File: src/rtl/cntr8_seq_if.sv
// Request/response bundle for the 8-bit counter sequencer.
// The master drives requests and load data. The slave returns state, count and wrap.
interface cntr8_seq_if;
  logic       clr;
  logic       load;
  logic       inc;
  logic       dec;
  logic [7:0] d_in;
  logic [2:0] state;
  logic [7:0] d_out;
  logic       wrap;

  modport master (
    output clr, load, inc, dec, d_in,
    input  state, d_out, wrap
  );

  modport slave (
    input  clr, load, inc, dec, d_in,
    output state, d_out, wrap
  );
endinterface

File: src/rtl/cntr8_seq.sv
// Sequencer for the 8-bit counter datapath: prioritised request decode,
// registered state/count, and a one-cycle wrap pulse.
//
// state       | meaning
// ------------+------------------------------------------
// IDLE_STATE  | count cleared / post-reset
// LOAD_STATE  | count loaded from d_in
// INC_STATE   | increment step, even phase
// INC2_STATE  | increment step, odd phase
// DEC_STATE   | decrement step, even phase
// DEC2_STATE  | decrement step, odd phase
// HOLD_STATE  | count held, no request
// ILLEGAL     | unreachable; recovers to IDLE_STATE
module cntr8_seq (
  input  logic       clk,
  input  logic       reset_n,
  cntr8_seq_if.slave bus
);

  typedef enum logic [2:0] {
    IDLE_STATE    = 3'b000,
    LOAD_STATE    = 3'b001,
    INC_STATE     = 3'b010,
    INC2_STATE    = 3'b011,
    DEC_STATE     = 3'b100,
    DEC2_STATE    = 3'b101,
    HOLD_STATE    = 3'b110,
    ILLEGAL_STATE = 3'b111
  } state_t;

  state_t     state_q, state_d;
  logic [7:0] count_q, count_d;
  logic       wrap_q,  wrap_d;

  always_comb begin
    state_d = state_q;
    count_d = count_q;
    wrap_d  = 1'b0;
    if (state_q == ILLEGAL_STATE) begin
      state_d = IDLE_STATE;
      count_d = 8'h00;
    end else if (bus.clr) begin
      state_d = IDLE_STATE;
      count_d = 8'h00;
    end else if (bus.load) begin
      state_d = LOAD_STATE;
      count_d = bus.d_in;
    end else if (bus.inc) begin
      // Phase flips only while the same request persists; any other prior state restarts even.
      state_d = (state_q == INC_STATE) ? INC2_STATE : INC_STATE;
      count_d = count_q + 8'd1;
      wrap_d  = (count_q == 8'hFF);
    end else if (bus.dec) begin
      state_d = (state_q == DEC_STATE) ? DEC2_STATE : DEC_STATE;
      count_d = count_q - 8'd1;
      wrap_d  = (count_q == 8'h00);
    end else begin
      state_d = (state_q == IDLE_STATE) ? IDLE_STATE : HOLD_STATE;
    end
  end

  always_ff @(posedge clk or negedge reset_n) begin
    if (!reset_n) begin
      state_q <= IDLE_STATE;
      count_q <= 8'h00;
      wrap_q  <= 1'b0;
    end else begin
      state_q <= state_d;
      count_q <= count_d;
      wrap_q  <= wrap_d;
    end
  end

  assign bus.state = state_q;
  assign bus.d_out = count_q;
  assign bus.wrap  = wrap_q;

endmodule

File: src/flat_wrapper.sv
// flat-port wrapper written by rule: the top's interface ports become plain ports
module cntr8_seq_flat 
  (clk, reset_n, bus_clr, bus_load, bus_inc, bus_dec, bus_d_in, bus_state, bus_d_out, bus_wrap);
  cntr8_seq_if bus_i ();
  input  logic clk;
  input  logic reset_n;
  input wire logic [$bits(bus_i.clr)-1:0] bus_clr;
  input wire logic [$bits(bus_i.load)-1:0] bus_load;
  input wire logic [$bits(bus_i.inc)-1:0] bus_inc;
  input wire logic [$bits(bus_i.dec)-1:0] bus_dec;
  input wire logic [$bits(bus_i.d_in)-1:0] bus_d_in;
  output wire logic [$bits(bus_i.state)-1:0] bus_state;
  output wire logic [$bits(bus_i.d_out)-1:0] bus_d_out;
  output wire logic [$bits(bus_i.wrap)-1:0] bus_wrap;
  assign bus_i.clr = bus_clr;
  assign bus_i.load = bus_load;
  assign bus_i.inc = bus_inc;
  assign bus_i.dec = bus_dec;
  assign bus_i.d_in = bus_d_in;
  assign bus_state = bus_i.state;
  assign bus_d_out = bus_i.d_out;
  assign bus_wrap = bus_i.wrap;
  cntr8_seq u_core (.clk(clk), .reset_n(reset_n), .bus(bus_i));
endmodule
File: config.mk
export PLATFORM = sky130hd
export DESIGN_NAME = cntr8_seq_flat
export DESIGN_NICKNAME = d
export VERILOG_FILES = /design/src/rtl/cntr8_seq_if.sv /design/src/rtl/cntr8_seq.sv /design/src/flat_wrapper.sv
export SDC_FILE = /design/constraint.sdc
export NUM_CORES = 1
export LEC_CHECK = 0
export ABC_AREA = 1
export BUFFER_PORTS_ARGS = -buffer_cell sky130_fd_sc_hd__buf_2
export CORE_MARGIN = 2
export CORE_UTILIZATION = 55
export CTS_BUF_LIST = sky130_fd_sc_hd__clkbuf_16
export DETAILED_ROUTE_END_ITERATION = 8
export GPL_TIMING_DRIVEN = 0
export PLACE_DENSITY = 0.91
export SLEW_MARGIN = 40
export SYNTH_ARGS = -nofsm -noshare
export SYNTH_HDL_FRONTEND = slang
export SYNTH_SLANG_ARGS = --single-unit
File: constraint.sdc
create_clock -name clk -period 4.6 [get_ports clk]
set_input_delay 0.46 -clock clk [delete_from_list [all_inputs] [get_ports clk]]
set_output_delay 0.46 -clock clk [all_outputs]
set_load 0.03 [all_outputs]
Yosys cells after proc, flatten, opt, wreduce, memory -nomap -nowiden
Cells that the tools add are included.

Word-level logic and storage cells: 30. Input bits: 14. Output and inout bits: 12. Register bits after elaboration: 12.

Muxes and demuxes: 18. Reduce and logical (&&, ||, !) cells: 3. Equal/unequal tests: 4. $add $sub $neg: 2.

Operator list (number): $mux W8 (5); $mux W3 (6); $add A8 B1 Y8 const B (1); $eq A8 B8 Y1 const B (1); $logic_not A8 Y1 (1); $sub A8 B1 Y8 const B (1); $mux W1 (7); $eq A3 B3 Y1 const B (2); $reduce_bool A5 Y1 (1); $eq A3 B2 Y1 const B (1); $logic_not A3 Y1 (1).

Longest topological paths before layout
Word-level depth: 7. Mapped depth: 10. Depth with buffers taken out: 10.

Worst setup path before layout
No wires, ideal clock.

Path kind: flip-flop to flip-flop. Start: reg u_core.count_q[0] (netlist: u_core.bus.d_out[0]). End: reg u_core.count_q[4] (netlist: u_core.bus.d_out[4]). Stages on the path, launching flop included: 9. Slack: 2.935 ns. Data arrival time: 1.542 ns. Path buffers: 0. Clock period less this slack: 1.665 ns. Data required time: 4.477 ns. Library setup time: 0.123 ns. Cell sequence: dfrtp_1 -> fa_1 -> nand2_1 -> nand2_1 -> and2_1 -> nand2_1 -> nand2_1 -> o21ai_0 -> nand2_1.

Word-level cells in the longest chain between the ends: 6. Elaborated cells on any way between the ends: 7. Those cells by class: 2 x add/sub; 5 x mux.

RTL lines: start, declared (RTL line cntr8_seq.sv:32) `logic [7:0] count_q, count_d;`; start signal, assigned (RTL line cntr8_seq.sv:69) `count_q <= count_d;`; $sub A8 B1 Y8 (RTL line cntr8_seq.sv:55) `count_d = count_q - 8'd1;`; $mux W8 (RTL line cntr8_seq.sv:53) `end else if (bus.dec) begin`; $mux W8 (*) (RTL line cntr8_seq.sv:48) `end else if (bus.inc) begin`; $mux W8 (*) (RTL line cntr8_seq.sv:45) `end else if (bus.load) begin`; $mux W8 (*) (RTL line cntr8_seq.sv:42) `end else if (bus.clr) begin`; $mux W8 (*) (RTL line cntr8_seq.sv:39) `if (state_q == ILLEGAL_STATE) begin`.

Mark *: on every way between the ends. The rest lies on a longest branch, timed or not. The select of a mux whose other input is x is not followed. A chain may end at the register's enable or synchronous reset.

Worst setup path after layout
Start: in bus_inc. End: reg u_core.count_q[3] (netlist: u_core.bus.d_out[3]).

Word-level cells in the longest chain between the ends: 4. Elaborated cells on any way between the ends: 5. Those cells by class: 4 x mux; 1 x reduce/logical.

RTL lines: start, declared (RTL line flat_wrapper.sv:9) `input wire logic [$bits(bus_i.inc)-1:0] bus_inc;`; $mux W8 (RTL line cntr8_seq.sv:48); $mux W8 (RTL line cntr8_seq.sv:45); $mux W8 (RTL line cntr8_seq.sv:42); $mux W8 (RTL line cntr8_seq.sv:39).

Several ways; a longest one is shown, not always the timed one.

==> flow_metrics.tcl <==
set metrics [dict create \
    outcome "finished, final reports clean" \
    use_met1_pct 29.2 \
    setup_viol 0 \
    routed_wl_mm 2.50 \
    antenna_found_initial 0 \
    gr-max-usage-layer "met2" \
    synthToLayoutAreaGrowth_pct 23.2 \
    leakagePower_uw 0.000691 \
    via_per_inst 5.57 \
    crit_buf_inv 2 \
    p_int_uw 275 \
    synth_common_cells "40 x nand2_1, 23 x nor2_1, 19 x inv_1, 13 x nand3_1, 12 x dfrtp_1" \
    hold_path_class "input pin to asynchronous set/reset pin" \
    cts_tree "done" \
    met3_usage_pct 3.17 \
    first_pass_iters 4 \
    grt_pass1_wl_mm 4.04 \
    cts.clk_slew.worst_paths_ns 0.04 \
    pwr-share-clk_pct 37.4 \
    synth_area_per_cell_sq_um 6.67 \
    crit_required_ns 4.71 \
    track_usage_pct 27.5 \
    start_kind "input pin" \
    async_flop_share_pct 100 \
    ctsHoldBuffers 0 \
    max_freq_ghz 0.571 \
    final_util_pct 70.3 \
    ys.flop_type "dfrtp_1" \
    postRouteAntennaNets 0 \
    synth_top_area_share_pct 31.5 \
    place_congestion 0.848 \
    stdcell_count 188 \
    avgRoutedWirePerCell_microns 13.3 \
    cts.sinks 12 \
    diodes 0 \
    core_area_sq_um 1670 \
    crit_path_frequent_cell "o21ai_0" \
    finalCritPeriodShare_pct 38.0 \
    die_h_microns 45.6 \
    io_buffer_count 25 \
    max_stage_delay_ns 0.33 \
    p_sw_uw 138 \
    fillCellCount 143 \
    numCtsBuffers 3 \
    dr.first_iter.drc_count 27 \
    rsz0062_at_grt "no" \
    end_kind "flip-flop" \
    p_seq_share_pct 31.5 \
    syn-num-nets 164 \
    synth_seq_area_share_pct 31.5 \
    clk_latency_ns 0.24 \
    fin_nets 194 \
    synth.largest_area_cell "dfrtp_1" \
    grt.overflow.total 0 \
    drc 0 \
    root_buffer "clkbuf_16" \
    fin_tns_setup_ns 0 \
    hold_violations 0 \
    crit_path_cell_trace "buf_2, inv_1, ha_1, or2_4, nand3_1, nand2_1, o21ai_0, o21ai_0" \
    synthDistinctLibCells 23 \
    relSlewSlack_pct 79.5 \
    grt_max_degree 13 \
    cts_setup_buffers 0 \
    dp.cells 185 \
    cp_slowest_cell "ha_1" \
    holdWs_ns 0.0968 \
    layout-drive-gt1-share_pct 18.7 \
    die_w_microns 45.6 \
    synth_edf_count 0 \
    irDropWorstVdd_uv 168 \
    netlist_top_cells_area "dfrtp_1 31%, nand2_1 16%, nor2_1 9.1%" \
    worst-setup-path-type "input pin to flip-flop" \
    rows 15 \
    ios 26 \
    die_area_sq_um 2080 \
    ys_warn_count 0 \
    cts_max_level 1 \
    cts.path.max_buffers 2 \
    switching_share_pct 33.5 \
    use_met2_pct 52.4 \
    initial_core_util_pct 57.1 \
    crit_fanout 8 \
    ctsResizeCount 0 \
    p_per_area_nw_per_um2 352 \
    cp_top_family "simple AND/OR/NAND/NOR gates" \
    worst_pin_slew_ns 0.307 \
    grt_pass1_vias 995 \
    period_minus_slack_ns 1.75 \
    comb_power_share_pct 31.1 \
    netlist_instances 143 \
    dp_hpwl_mm 1.86 \
    synth-seq-cells 12 \
    syn_area_sq_um 953 \
    post-synth-top-count-cell "nand2_1" \
    slew_viol_final 0 \
    fin_skew_ns 0.000862 \
    maxCapViolCount 0 \
    via_count 1047 \
    cp.arrival_ns 1.86 \
]
==> cell families (layout without fill, tap and decap cells) <==
| group | count (synthesis) | count (layout) | synth area share [%] |
|---|---|---|---|
| buffers and inverters | 21 | 49 | 9.05 |
| multiplexers | 2 | 2 | 2.10 |
| flip-flops | 12 | 12 | 31.5 |
| AO/OA/AOI/OAI | 14 | 14 | 7.87 |
| adder cells (fa/ha/maj) | 7 | 7 | 9.97 |
| XOR/XNOR | 1 | 1 | 0.919 |
| AND/OR/NAND/NOR | 86 | 86 | 38.6 |
==> final cells by class <==
| type | count | area, sq um | share of cell area (%) |
|---|---|---|---|
| multi-input combinational | 110 | 567 | 48.2 |
| inverter | 20 | 75.1 | 6.39 |
| sequential | 12 | 300 | 25.6 |
| clock buffer | 3 | 75.1 | 6.39 |
| timing repair buffer | 25 | 125 | 10.6 |
| tap | 17 | 21.3 | 1.81 |
| buffer | 1 | 11.3 | 0.958 |
==> per-stage QoR <==
stage / cell area, sq um / total power (uW) / setup WS [ns]
after floorplan: 953 / 220 / 2.93
after global placement: 1100 / 251 / 2.69
after detailed placement: 1100 / 257 / 2.65
after CTS: 1170 / 411 / 2.88
after global routing: 1170 / 434 / 2.68
final: 1170 / 413 / 2.85
==> power by group through the flow <==
| stage | Sequential [uW] | Clock [uW] | Combinational (uW) |
|---|---|---|---|
| final | 130 | 155 | 128 |
| after global routing | 132 | 158 | 144 |
| after CTS | 130 | 153 | 128 |
| after detailed placement | 131 | 0 | 126 |
| after global placement | 131 | 0 | 121 |
| after floorplan | 147 | 0 | 72.6 |
==> layer usage <==
metal,up-vias,wire length (microns)
met2,48,1320
met5,-,0
li1,520,-
met1,473,981
met3,6,154
met4,0,43
==> worst paths after layout <==
check                      slack [ns]  cells after the start                   to                 from
max                              2.85                      8  u_core.bus.d_out[3]              bus_inc
min                               0.1                      1      u_core.bus.wrap              reset_n
max reg2reg                      2.94                      8  u_core.bus.d_out[4]  u_core.bus.d_out[0]
min reg2reg                      0.57                      2  u_core.bus.d_out[6]  u_core.bus.d_out[6]
max in group asynchronous        4.29                      1  u_core.bus.state[0]              reset_n
min in group clk                 0.51                      3  u_core.bus.d_out[0]          bus_d_in[0]
==> layout by cell type, fill, tap and decap left out <==
cell,count
nand3_1,13
nand3b_1,2
xor2_1,1
nor3_1,1
and2_1,1
and3_1,1
nand2_2,1
a21oi_1,5
inv_1,19
fa_1,1
buf_6,1
nor4_1,2
clkbuf_16,3
buf_2,25
nor2_1,23
nand2_1,40
o2111ai_1,1
nand4_1,1
or2_4,1
a31oi_1,1
dfrtp_1,12
inv_2,1
mux2i_1,2
ha_1,6
o21ai_0,7
==> flip-flops by register name, indices dropped and copies added (netlist names) <==
name	cells
u_core.bus.wrap	1
u_core.bus.state	3
u_core.bus.d_out	8
No activity file was read; power rests on OpenSTA's default activity.
